==> src/rtl/core_pkg.sv <==
// Shared definitions for the core controller: instruction field positions,
// the idle instruction word, the controller state set and memory base addresses.
package core_pkg;

    localparam int INST_W       = 34;
    localparam int ADDR_W       = 11;

    localparam int ACC_BIT      = 33;
    localparam int CEN_PMEM_BIT = 32;
    localparam int WEN_PMEM_BIT = 31;
    localparam int A_PMEM_MSB   = 30;
    localparam int A_PMEM_LSB   = 20;
    localparam int CEN_XMEM_BIT = 19;
    localparam int WEN_XMEM_BIT = 18;
    localparam int A_XMEM_MSB   = 17;
    localparam int A_XMEM_LSB   = 7;
    localparam int OFIFO_RD_BIT = 6;
    localparam int IFIFO_WR_BIT = 5;
    localparam int IFIFO_RD_BIT = 4;
    localparam int L0_RD_BIT    = 3;
    localparam int L0_WR_BIT    = 2;
    localparam int EXECUTE_BIT  = 1;
    localparam int LOAD_BIT     = 0;

    // Both memories deselected with writes disabled (active-low enables high).
    localparam logic [INST_W-1:0] IDLE_INST = 34'h1_800C_0000;

    localparam logic [ADDR_W-1:0] WEIGHT_BASE = 11'h400;

    typedef enum logic [3:0] {
        S_IDLE  = 4'd0,
        S_XLOAD = 4'd1,
        S_WLOAD = 4'd2,
        S_L0W   = 4'd3,
        S_KLOAD = 4'd4,
        S_GAP   = 4'd5,
        S_L0X   = 4'd6,
        S_EXEC  = 4'd7,
        S_DRAIN = 4'd8,
        S_DONE  = 4'd9
    } state_e;

endpackage

==> src/rtl/core_ctrl_inst_encode.sv <==
// Packs the individual control fields into the 34-bit core instruction word.
module inst_encode
    import core_pkg::*;
(
    input  logic              acc_i,
    input  logic              cen_pmem_i,
    input  logic              wen_pmem_i,
    input  logic [ADDR_W-1:0] a_pmem_i,
    input  logic              cen_xmem_i,
    input  logic              wen_xmem_i,
    input  logic [ADDR_W-1:0] a_xmem_i,
    input  logic              ofifo_rd_i,
    input  logic              ififo_wr_i,
    input  logic              ififo_rd_i,
    input  logic              l0_rd_i,
    input  logic              l0_wr_i,
    input  logic              execute_i,
    input  logic              load_i,
    output logic [INST_W-1:0] inst_o
);

    always_comb begin
        inst_o                          = '0;
        inst_o[ACC_BIT]                 = acc_i;
        inst_o[CEN_PMEM_BIT]            = cen_pmem_i;
        inst_o[WEN_PMEM_BIT]            = wen_pmem_i;
        inst_o[A_PMEM_MSB:A_PMEM_LSB]   = a_pmem_i;
        inst_o[CEN_XMEM_BIT]            = cen_xmem_i;
        inst_o[WEN_XMEM_BIT]            = wen_xmem_i;
        inst_o[A_XMEM_MSB:A_XMEM_LSB]   = a_xmem_i;
        inst_o[OFIFO_RD_BIT]            = ofifo_rd_i;
        inst_o[IFIFO_WR_BIT]            = ififo_wr_i;
        inst_o[IFIFO_RD_BIT]            = ififo_rd_i;
        inst_o[L0_RD_BIT]               = l0_rd_i;
        inst_o[L0_WR_BIT]               = l0_wr_i;
        inst_o[EXECUTE_BIT]             = execute_i;
        inst_o[LOAD_BIT]                = load_i;
    end

endmodule

==> src/rtl/core_ctrl.sv <==
// Layer sequencer for the systolic core: streams activations and per-kernel weights
// into xmem, drives L0/array phases and drains the output FIFO into pmem.
//
// state | meaning
// IDLE  | waiting for start
// XLOAD | write len_nij activation words from the input stream into xmem
// WLOAD | write col weight words for kernel kij into xmem
// L0W   | copy the kernel's weights from xmem into L0
// KLOAD | load weights from L0 into the array
// GAP   | idle spacing before the activation pass
// L0X   | copy activations from xmem into L0
// EXEC  | stream activations through the array
// DRAIN | move len_nij output words from the FIFO into pmem
// DONE  | one-cycle completion pulse
module core_ctrl
    import core_pkg::*;
#(
    parameter int bw      = 4,
    parameter int psum_bw = 16,
    parameter int col     = 16,
    parameter int row     = 16,
    parameter int len_kij = 9,
    parameter int len_nij = 36,
    parameter int gap     = 8
) (
    input  logic                   clk,
    input  logic                   reset,
    input  logic                   start,
    input  logic                   din_valid,
    input  logic [bw*row-1:0]      din_data,
    output logic                   din_ready,
    input  logic                   ofifo_valid,
    input  logic [col*psum_bw-1:0] sfp_out,
    output logic [INST_W-1:0]      inst,
    output logic [bw*row-1:0]      D_xmem,
    output logic                   res_valid,
    output logic [col*psum_bw-1:0] res_data,
    output logic                   busy,
    output logic                   done
);

    localparam logic [ADDR_W-1:0] COL_A    = ADDR_W'(col);
    localparam logic [ADDR_W-1:0] NIJ_A    = ADDR_W'(len_nij);
    localparam logic [ADDR_W-1:0] COL_LAST = ADDR_W'(col - 1);
    localparam logic [ADDR_W-1:0] NIJ_LAST = ADDR_W'(len_nij - 1);
    localparam logic [ADDR_W-1:0] GAP_LAST = ADDR_W'(gap - 1);
    localparam logic [ADDR_W-1:0] KIJ_LAST = ADDR_W'(len_kij - 1);

    if ((len_kij * len_nij > 1024) || (32'h400 + len_kij * col > 2048)) begin : g_bad_params
        $error("core_ctrl: parameter set overflows the 11-bit memory address space");
    end

    state_e              state_q, state_d;
    logic [ADDR_W-1:0]   cnt_q, cnt_d;
    logic [ADDR_W-1:0]   kij_q, kij_d;
    logic                res_valid_q;
    logic [col*psum_bw-1:0] res_data_q;

    logic                cen_pmem, wen_pmem, cen_xmem, wen_xmem;
    logic                ofifo_rd, l0_rd, l0_wr, execute, load;
    logic [ADDR_W-1:0]   a_pmem, a_xmem;
    logic [ADDR_W-1:0]   w_addr, p_addr;

    // Address sums wrap naturally at 11 bits.
    assign w_addr = WEIGHT_BASE + kij_q * COL_A + cnt_q;
    assign p_addr = kij_q * NIJ_A + cnt_q;

    always_ff @(posedge clk or negedge reset) begin
        if (!reset) begin
            state_q     <= S_IDLE;
            cnt_q       <= '0;
            kij_q       <= '0;
            res_valid_q <= 1'b0;
            res_data_q  <= '0;
        end else begin
            state_q     <= state_d;
            cnt_q       <= cnt_d;
            kij_q       <= kij_d;
            res_valid_q <= ofifo_rd;
            if (ofifo_rd) begin
                res_data_q <= sfp_out;
            end
        end
    end

    always_comb begin
        state_d   = state_q;
        cnt_d     = cnt_q;
        kij_d     = kij_q;
        cen_pmem  = 1'b1;
        wen_pmem  = 1'b1;
        a_pmem    = '0;
        cen_xmem  = 1'b1;
        wen_xmem  = 1'b1;
        a_xmem    = '0;
        ofifo_rd  = 1'b0;
        l0_rd     = 1'b0;
        l0_wr     = 1'b0;
        execute   = 1'b0;
        load      = 1'b0;
        D_xmem    = '0;
        din_ready = 1'b0;

        case (state_q)
            S_IDLE: begin
                if (start) begin
                    state_d = S_XLOAD;
                    cnt_d   = '0;
                    kij_d   = '0;
                end
            end
            S_XLOAD: begin
                din_ready = 1'b1;
                a_xmem    = cnt_q;
                if (din_valid) begin
                    cen_xmem = 1'b0;
                    wen_xmem = 1'b0;
                    D_xmem   = din_data;
                    if (cnt_q == NIJ_LAST) begin
                        state_d = S_WLOAD;
                        cnt_d   = '0;
                    end else begin
                        cnt_d = cnt_q + 1'b1;
                    end
                end
            end
            S_WLOAD: begin
                din_ready = 1'b1;
                a_xmem    = w_addr;
                if (din_valid) begin
                    cen_xmem = 1'b0;
                    wen_xmem = 1'b0;
                    D_xmem   = din_data;
                    if (cnt_q == COL_LAST) begin
                        state_d = S_L0W;
                        cnt_d   = '0;
                    end else begin
                        cnt_d = cnt_q + 1'b1;
                    end
                end
            end
            S_L0W: begin
                cen_xmem = 1'b0;
                a_xmem   = w_addr;
                l0_wr    = 1'b1;
                if (cnt_q == COL_LAST) begin
                    state_d = S_KLOAD;
                    cnt_d   = '0;
                end else begin
                    cnt_d = cnt_q + 1'b1;
                end
            end
            S_KLOAD: begin
                load  = 1'b1;
                l0_rd = 1'b1;
                if (cnt_q == COL_LAST) begin
                    state_d = S_GAP;
                    cnt_d   = '0;
                end else begin
                    cnt_d = cnt_q + 1'b1;
                end
            end
            S_GAP: begin
                if (cnt_q == GAP_LAST) begin
                    state_d = S_L0X;
                    cnt_d   = '0;
                end else begin
                    cnt_d = cnt_q + 1'b1;
                end
            end
            S_L0X: begin
                cen_xmem = 1'b0;
                a_xmem   = cnt_q;
                l0_wr    = 1'b1;
                if (cnt_q == NIJ_LAST) begin
                    state_d = S_EXEC;
                    cnt_d   = '0;
                end else begin
                    cnt_d = cnt_q + 1'b1;
                end
            end
            S_EXEC: begin
                execute = 1'b1;
                l0_rd   = 1'b1;
                if (cnt_q == NIJ_LAST) begin
                    state_d = S_DRAIN;
                    cnt_d   = '0;
                end else begin
                    cnt_d = cnt_q + 1'b1;
                end
            end
            S_DRAIN: begin
                if (ofifo_valid) begin
                    ofifo_rd = 1'b1;
                    cen_pmem = 1'b0;
                    wen_pmem = 1'b0;
                    a_pmem   = p_addr;
                    if (cnt_q == NIJ_LAST) begin
                        cnt_d = '0;
                        if (kij_q < KIJ_LAST) begin
                            kij_d   = kij_q + 1'b1;
                            state_d = S_WLOAD;
                        end else begin
                            state_d = S_DONE;
                        end
                    end else begin
                        cnt_d = cnt_q + 1'b1;
                    end
                end
            end
            S_DONE: begin
                state_d = S_IDLE;
                cnt_d   = '0;
            end
            default: begin
                state_d = S_IDLE;
                cnt_d   = '0;
            end
        endcase
    end

    inst_encode u_inst_encode (
        .acc_i      (1'b0),
        .cen_pmem_i (cen_pmem),
        .wen_pmem_i (wen_pmem),
        .a_pmem_i   (a_pmem),
        .cen_xmem_i (cen_xmem),
        .wen_xmem_i (wen_xmem),
        .a_xmem_i   (a_xmem),
        .ofifo_rd_i (ofifo_rd),
        .ififo_wr_i (1'b0),
        .ififo_rd_i (1'b0),
        .l0_rd_i    (l0_rd),
        .l0_wr_i    (l0_wr),
        .execute_i  (execute),
        .load_i     (load),
        .inst_o     (inst)
    );

    assign busy      = (state_q != S_IDLE);
    assign done      = (state_q == S_DONE);
    assign res_valid = res_valid_q;
    assign res_data  = res_data_q;

endmodule

==> config.mk <==
export PLATFORM = sky130hd
export DESIGN_NAME = core_ctrl
export DESIGN_NICKNAME = d
export VERILOG_FILES = /design/src/rtl/core_pkg.sv /design/src/rtl/core_ctrl_inst_encode.sv /design/src/rtl/core_ctrl.sv
export SDC_FILE = /design/constraint.sdc
export NUM_CORES = 1
export LEC_CHECK = 0
export CAP_MARGIN = 30
export CORE_AREA = 10 10 259 261
export DETAILED_ROUTE_END_ITERATION = 16
export DIE_AREA = 0 0 269 271
export HOLD_SLACK_MARGIN = 0.1
export PLACE_DENSITY = 0.53
export SYNTH_ARGS = -nofsm -noshare
export SYNTH_HDL_FRONTEND = slang
export SYNTH_HIERARCHICAL = 1
export SYNTH_SLANG_ARGS = --single-unit
==> constraint.sdc <==
create_clock -name clk -period 3.7 [get_ports clk]
set_clock_uncertainty 0.15 [all_clocks]
set_input_delay 0.555 -clock clk [delete_from_list [all_inputs] [get_ports clk]]
set_output_delay 0.555 -clock clk [all_outputs]
set_load 0.01 [all_outputs]
==> results of run 1 <==
-- kinds of logic after synthesis --
family	Yosys count
other cells	1
fa+ha+maj	33
simple gates	955
mux	2
buf+inv	123
xor+xnor	19
flops	283
compound gates	76
-- worst reg2reg max path: stages, from the launching register on --
cell	delay (ns)
dfrtp_1	0.55
nand2b_1	0.32
nor3_2	0.26
nand2_4	0.25
inv_8	0.27
buf_12	0.52
nand2_1	0.34
nand2_1	0.10
-- power breakdown --
group          total, mW  internal, mW  switching (mW)
Combinational       5.71          3.00            2.71
Clock               3.42          2.04            1.38
Sequential          4.95          4.24           0.713
-- layout make-up --
type                    instances  area share
diodes                          3    0.000344
inverters                      14     0.00275
flip-flops and latches        283       0.325
clock buffers                  54      0.0486
multi-input cells            1088       0.244
repair buffers                723       0.329
clock inverters                 5     0.00281
well taps                     837      0.0480
-- synthesized netlist by cell type (9+ instances only) --
cell type / number
buf_4: 36
clkbuf_1: 50
buf_2: 20
nand2_1: 783
xnor2_1: 11
nor2b_1: 14
nor3_1: 9
and3_1: 9
nor2_1: 32
nand3_1: 9
dfrtp_1: 283
ha_1: 30
and2_1: 72
inv_1: 13
o21ai_0: 20
-- per-stage QoR --
stage / instances / hold WS, ns / setup WS, ns / instance area [µm²]
6_report: 3007 / 0.319 / -0.0735 / 21800
3_5_place_dp: 2942 / 0.311 / -0.144 / 20500
5_1_grt: 3006 / 0.335 / -0.202 / 21800
3_3_place_gp: 2942 / 0.307 / -0.0401 / 20500
4_1_cts: 3003 / 0.325 / -0.188 / 21700
2_1_floorplan: 1494 / 0.109 / 0.452 / 12800
-- routing by layer --
layer | share of wire | global-route usage | wire [µm] | vias to the layer above
li1 | - | - | - | 5930
met1 | 0.37 | 0.168 | 21600 | 5868
met2 | 0.50 | 0.267 | 29400 | 399
met3 | 0.094 | 0.0631 | 5500 | 93
met4 | 0.029 | 0.0483 | 1690 | 8
met5 | 0.0011 | 0 | 67 | -
-- registers in the layout, indices dropped and copies added (netlist names) --
| register | count |
|---|---|
| res_data | 256 |
| kij_q | 11 |
| res_valid | 1 |
| cnt_q | 11 |
| state_q | 4 |
-- final timing paths --
check	endpoint	depth (start not counted)	slack [ns]	startpoint
hold / removal	res_data[188]$_DFFE_PN0P_	2	0.32	res_data[188]$_DFFE_PN0P_
hold reg to reg	res_data[188]$_DFFE_PN0P_	2	0.32	res_data[188]$_DFFE_PN0P_
min in group asynchronous	res_data[105]$_DFFE_PN0P_	2	0.54	reset
setup reg to reg	res_data[30]$_DFFE_PN0P_	7	0.87	state_q[2]$_DFFE_PN0P_
max in group asynchronous	res_data[158]$_DFFE_PN0P_	3	1.94	reset
setup / recovery	inst[29]	10	-0.07	kij_q[1]$_DFFE_PN0P_
-- repair_timing --
action / in CTS / in global routing
setup endpoints to repair: 7 / 9
pin swaps: 6 / 7
resized for setup: 33 / 29
hold buffers: 1 / 0
buffers inserted: 1 / 1
gates cloned: 0 / 0
endpoints found under the hold margin: 96 / 0
==> results.yml, run 1 <==
pwr:
  power_leakage_nw: 10.5
  p_per_area_nw_per_um2: 646
  power.ir.vdd_worst_mv: 0.351
  power_mw: 14.1
global_route:
  pin_count_of_the_biggest_net_entering_global_routing: 178
  antenna_violations_before_repair: 7
  grt.total_usage: 0.154
  grt_pass1_vias: 13000
  wire_length_of_the_first_global_routing_pass_mm: 85.4
  globalRouteOverflowTotal: 0
logic_synthesis:
  synthDominantCellAreaShare: 0.552
  number_of_distinct_library_cells_after_synthesis: 56
  combinational_family_with_the_most_area_after_synthesis: "simple AND/OR/NAND/NOR gates"
  synth_area_in_adders: 0.0339
  synth_sequential_area_ratio: 0.552
  synthArstFlopShare: 1.00
  yosys_register_bits: 283
  synth_edf_count: 0
  compound_cell_area_share_of_the_yosys_netlist: 0.0429
  synthSimpleGateAreaFrac: 0.308
  synthXorXnorAreaFrac: 0.0130
  synth_area_leader_cell: "dfrtp_1"
  yosys-top-cells-area: "dfrtp_1 55%, nand2_1 23%, and2_1 3.5%"
  syn_inst: 1492
  ys.warnings.count: 6
  netlist_area_um2: 12800
  share_of_synthesized_area_spent_on_multiplexers: 0.00166
  yosys_most_used_dff: "dfrtp_1"
  synth.avg_cell_area_um2: 8.60
final_layout:
  layout.area.seq_um2: 7080
  areaGrowthSynthToFinish_pct: 70.0
  post-route-util: 0.354
  filler_cell_count: 6309
  layout_cells_sized_above_1: 0.0637
  final_common_cell: "nand2_1"
  most-common-layout-cells: "782 x nand2_1, 670 x clkdlybuf4s50_1, 281 x dfrtp_1"
  area_of_combinational_cells_with_multiple_inputs_um2: 5320
  fin_nets: 2505
clock_network:
  worst_setup_hold_path_clk_slew_ns: 0.06
  cts-buffers-inserted: 37
  root_buffer_master: "clkbuf_16"
  ctsHtreeMaxLevel: 2
  cts_buffer_depth: 3
  clock-sinks: 283
  clock_latency_at_the_later_pin_of_the_worst_skew_pair_ns: 0.53
  clock_tree_from_tritoncts: "done"
outcome:
  violations: "setup timing"
  run_status: "finished, violations left"
worst_hold_path:
  timing.hold.worst.class: "register to register"
die:
  die_x_um: 269
  num_io_pins: 683
  core_region_area_um2: 61600
  total_die_area_um2: 72900
  initial_core_util: 0.208
  die-height_um: 271
  placementRows: 91
drt:
  via_per_inst: 4.09
  wirelength_mm: 58.3
  drc: 0
  detail_route.iter0.violations: 698
  route.vias.total: 12300
  drt-wirelength-per-cell_um: 19.4
  drtAntennaViolNets: 0
  drt_pre_antenna_iters: 6
sta:
  finalSetupViolations: 2
  final-hold-violation-count: 0
  finalSetupTns_ns: -0.120
  rsz0062_at_grt: "yes"
  postLayoutSetupSlackWorst_ns: -0.0735
  final_period_util: 1.02
  slew_headroom: 0.422
  worstMarginPinSlew_ns: 0.867
  finalCriticalPeriod_ns: 3.77
  report.final.slew_viol_count: 0
  fmax_mhz: 265
critical_path:
  critical_path.max_fanout: 3
  slowest_delay_ns: 0.50
  startpoint_type: "register"
  worst_ep_required_time_ns: 2.99
  critical-path-slowest-cell: "or4_4"
  critPathBufInv: 2
  data_arrival_time_at_the_worst_slack_endpoint_ns: 3.07
  endpoint_kind: "primary output"
  crit_chain: "ha_1 -> ha_2 -> inv_2 -> fa_2 -> xnor2_2 -> ha_4 -> nor2_2 -> or4_4 -> a21oi_2 -> buf_2"
  cpLargestDelayFamily: "adder cells"
  crit_type: "register to primary output"
place:
  gp_routability_congestion: 0.913
  numPortBuffers: 679
  dpl.hpwl_mm: 44.9
run:
  max-cap-violations: 0
No activity file was read; power rests on OpenSTA's default activity.
==> run 2: changes to the inputs <==
Settings changed: ABC_AREA set to 1, CORE_AREA 10 10 259 261 to 10 10 255 257, DIE_AREA 0 0 269 271 to 0 0 265 267, PLACE_DENSITY 0.53 to 0.55.
==> run 2 against run 1 <==
Against the previous run:
- the run still ends with setup timing left
- sequential share of layout area fell by 0.24 points
- sequential cell count is the same
- non-clock buffer count decreased by 12
- sequential power grew 1%
- register-to-register slack improved by 0.10 ns
- synthesized cell count rose by 13%
- die area decreased by 2.9%
- fmax fell by 0.21%
==> results.yml, run 2 <==
logic_synthesis:
  yosys_register_bits: 283
  compound_cell_area_share_of_the_yosys_netlist: 0.0180
  synth_sequential_area_ratio: 0.539
  combinational_family_with_the_most_area_after_synthesis: "simple AND/OR/NAND/NOR gates"
  synth_edf_count: 0
  ys.warnings.count: 6
  synthDominantCellAreaShare: 0.539
  synth_area_leader_cell: "dfrtp_1"
  most_common_cell_in_the_synthesized_netlist: "nand2_1"
  yosys-top-cells-area: "dfrtp_1 54%, nand2_1 28%, nor2_1 3.3%"
  yosys_most_used_dff: "dfrtp_1"
  netlist_area_um2: 13100
  synth.avg_cell_area_um2: 7.76
  synthSimpleGateAreaFrac: 0.336
  synthArstFlopShare: 1.00
  yosys-top-cells-count: "965 x nand2_1, 283 x dfrtp_1, 116 x nor2_1, 62 x inv_1, 59 x buf_2"
  syn_inst: 1692
  share_of_synthesized_area_spent_on_multiplexers: 0
  number_of_distinct_library_cells_after_synthesis: 31
  synth_area_in_adders: 0.0332
  synthXorXnorAreaFrac: 0.00734
critical_path:
  crit_chain: "ha_1 -> ha_2 -> inv_2 -> fa_2 -> xnor2_2 -> ha_1 -> nand2_1 -> inv_2 -> nand2_2 -> o21ai_2 -> nor2_1 -> nand3_1 -> nand2_1 -> nor2_1 -> buf_2"
  critical_path.max_fanout: 3
  critPathBufInv: 3
  startpoint_type: "register"
  timing.reg2reg.setup_slack_ns: 0.97
  critical_path_cell_count: 15
  crit_type: "register to primary output"
  slowest_delay_ns: 0.39
  cpLargestDelayFamily: "adder cells"
  worst_setup_path_startpoint: "kij_q[1]$_DFFE_PN0P_"
  rr_startpoint: "state_q[1]$_DFFE_PN0P_"
  worstSetupEndpoint: "inst[29]"
  data_arrival_time_at_the_worst_slack_endpoint_ns: 3.08
  rr_endpoint: "res_data[100]$_DFFE_PN0P_"
  critical-path-slowest-cell: "dfrtp_1"
  worstRegToRegCells: 9
  worst_ep_required_time_ns: 2.99
  endpoint_kind: "primary output"
global_route:
  grt_pass1_vias: 13500
  pin_count_of_the_biggest_net_entering_global_routing: 179
  globalRouteOverflowTotal: 0
  wire_length_of_the_first_global_routing_pass_mm: 85.0
  antenna_violations_before_repair: 8
  grt.total_usage: 0.154
clock_network:
  root_buffer_master: "clkbuf_16"
  clock-sinks: 283
  worst_setup_hold_path_clk_slew_ns: 0.05
  cts-buffers-inserted: 37
  clock_tree_from_tritoncts: "done"
  cts_buffer_depth: 3
  clock_latency_at_the_later_pin_of_the_worst_skew_pair_ns: 0.56
  ctsHtreeMaxLevel: 2
final_layout:
  post-route-util: 0.367
  postLayoutCellArea_um2: 22000
  final_common_cell: "nand2_1"
  areaGrowthSynthToFinish_pct: 67.5
  most-common-layout-cells: "960 x nand2_1, 668 x clkdlybuf4s50_1, 280 x dfrtp_1"
  layout_cells_sized_above_1: 0.0580
  fin_nets: 2693
  largest_reg_flops: 256
sta:
  fmax_mhz: 264
  worstMarginPinSlew_ns: 0.949
  postLayoutSetupSlackWorst_ns: -0.0814
  rsz0062_at_grt: "yes"
  final-hold-violation-count: 0
  finalSetupTns_ns: -0.0952
  report.final.slew_viol_count: 0
  finalCriticalPeriod_ns: 3.78
  finalSetupViolations: 2
  holdWs_ns: 0.316
  slew_headroom: 0.367
  final_period_util: 1.02
drt:
  highest-signal-layer: "met5"
  drt-met1-wl_mm: 21.7
  route.vias.total: 13100
  drt_pre_antenna_iters: 5
  drt-wirelength-per-cell_um: 18.1
  detail_route.iter0.violations: 852
  met2WireLength_mm: 28.5
  met3WireLength_mm: 5.99
  drc: 0
  wirelength_mm: 57.1
  drtAntennaViolNets: 0
  via_per_inst: 4.17
place:
  numPortBuffers: 679
  dpl.hpwl_mm: 44.4
  dpl_cell_area_um2: 20600
  gp_routability_congestion: 0.854
pwr:
  power_mw: 14.9
  p_per_area_nw_per_um2: 679
  power_leakage_nw: 10.8
  power.ir.vdd_worst_mv: 0.313
die:
  placementRows: 90
  core_region_area_um2: 59900
  total_die_area_um2: 70800
  die-height_um: 267
  initial_core_util: 0.219
  die_x_um: 265
  num_io_pins: 683
outcome:
  run_status: "finished, violations left"
  violations: "setup timing"
run:
  max-cap-violations: 0
worst_hold_path:
  timing.hold.worst.class: "register to register"
[run 2: what timing repair did]
action,CTS,global route
hold buffers,1,0
cloned,0,0
setup buffers,1,4
pin swaps,6,12
resized for setup,26,21
setup endpoints to repair,7,13
endpoints found under the hold margin,72,0
[run 2: logic make-up (layout without fill, tap and decap cells)]
logic type	count (synthesis)	count (layout)
AND/OR/NAND/NOR	1143	1143
flip-flops	283	283
buffers and inverters	176	843
AO/OA/AOI/OAI	45	45
adder cells (fa/ha/maj)	33	33
XOR/XNOR	11	11
other	1	10
[run 2: cell type report]
| cell class | count | area [µm²] |
|---|---|---|
| Multi-Input combinational cell | 1235 | 5300 |
| Sequential cell | 283 | 7090 |
| Fill cell | 6163 | 37900 |
| Tap cell | 782 | 978 |
| Clock buffer | 53 | 1070 |
| Inverter | 67 | 259 |
| Timing Repair Buffer | 711 | 7120 |
| Antenna cell | 7 | 17.5 |
| Clock inverter | 12 | 166 |
[run 2: per-stage QoR]
stage                     std cells  setup WS, ns
final                          3150       -0.0814
after global routing           3149        -0.241
after CTS                      3139        -0.101
after detailed placement       3072        0.0393
after global placement         3071         0.107
after floorplan                1694         0.619
[run 2: routing by layer]
metal	vias to the layer above	global-route usage
li1	6393	-
met3	51	0.0645
met5	-	0
met4	2	0.0497
met2	529	0.264
met1	6150	0.170
[run 2: power by group]
group / internal [mW] / total [mW] / switching (mW)
registers: 4.30 / 5.00 / 0.700
logic: 3.22 / 6.30 / 3.08
clock network: 2.16 / 3.63 / 1.47
total: 9.69 / 14.9 / 5.25
[run 2: worst min path at each step]
| stage | from | end | slack (ns) | depth (start not counted) |
|---|---|---|---|---|
| after floorplan | reset | cnt_q[0]$_DFFE_PN0P_ | 0.11 | 0 |
| after global placement | res_data[35]$_DFFE_PN0P_ | res_data[35]$_DFFE_PN0P_ | 0.30 | 2 |
| after detailed placement | res_data[245]$_DFFE_PN0P_ | res_data[245]$_DFFE_PN0P_ | 0.31 | 2 |
| after CTS | res_data[169]$_DFFE_PN0P_ | res_data[169]$_DFFE_PN0P_ | 0.32 | 2 |
| after global routing | res_data[88]$_DFFE_PN0P_ | res_data[88]$_DFFE_PN0P_ | 0.33 | 2 |
| final | res_data[102]$_DFFE_PN0P_ | res_data[102]$_DFFE_PN0P_ | 0.32 | 2 |
[run 2: worst register-to-register path, stage by stage, from the launching register on]
cell	delay, ns
dfrtp_1	0.51
nor2_4	0.10
nand2_2	0.21
nor2_4	0.09
buf_12	0.15
inv_8	0.11
buf_12	0.46
buf_4	0.70
nand2_1	0.09
nand2_1	0.08
==> run 3: changes to the inputs <==
Settings changed: CTS_CLUSTER_SIZE set to 40.
==> results of run 3 <==
No change in the layout: final DEF, timing and power equal those of run 2.
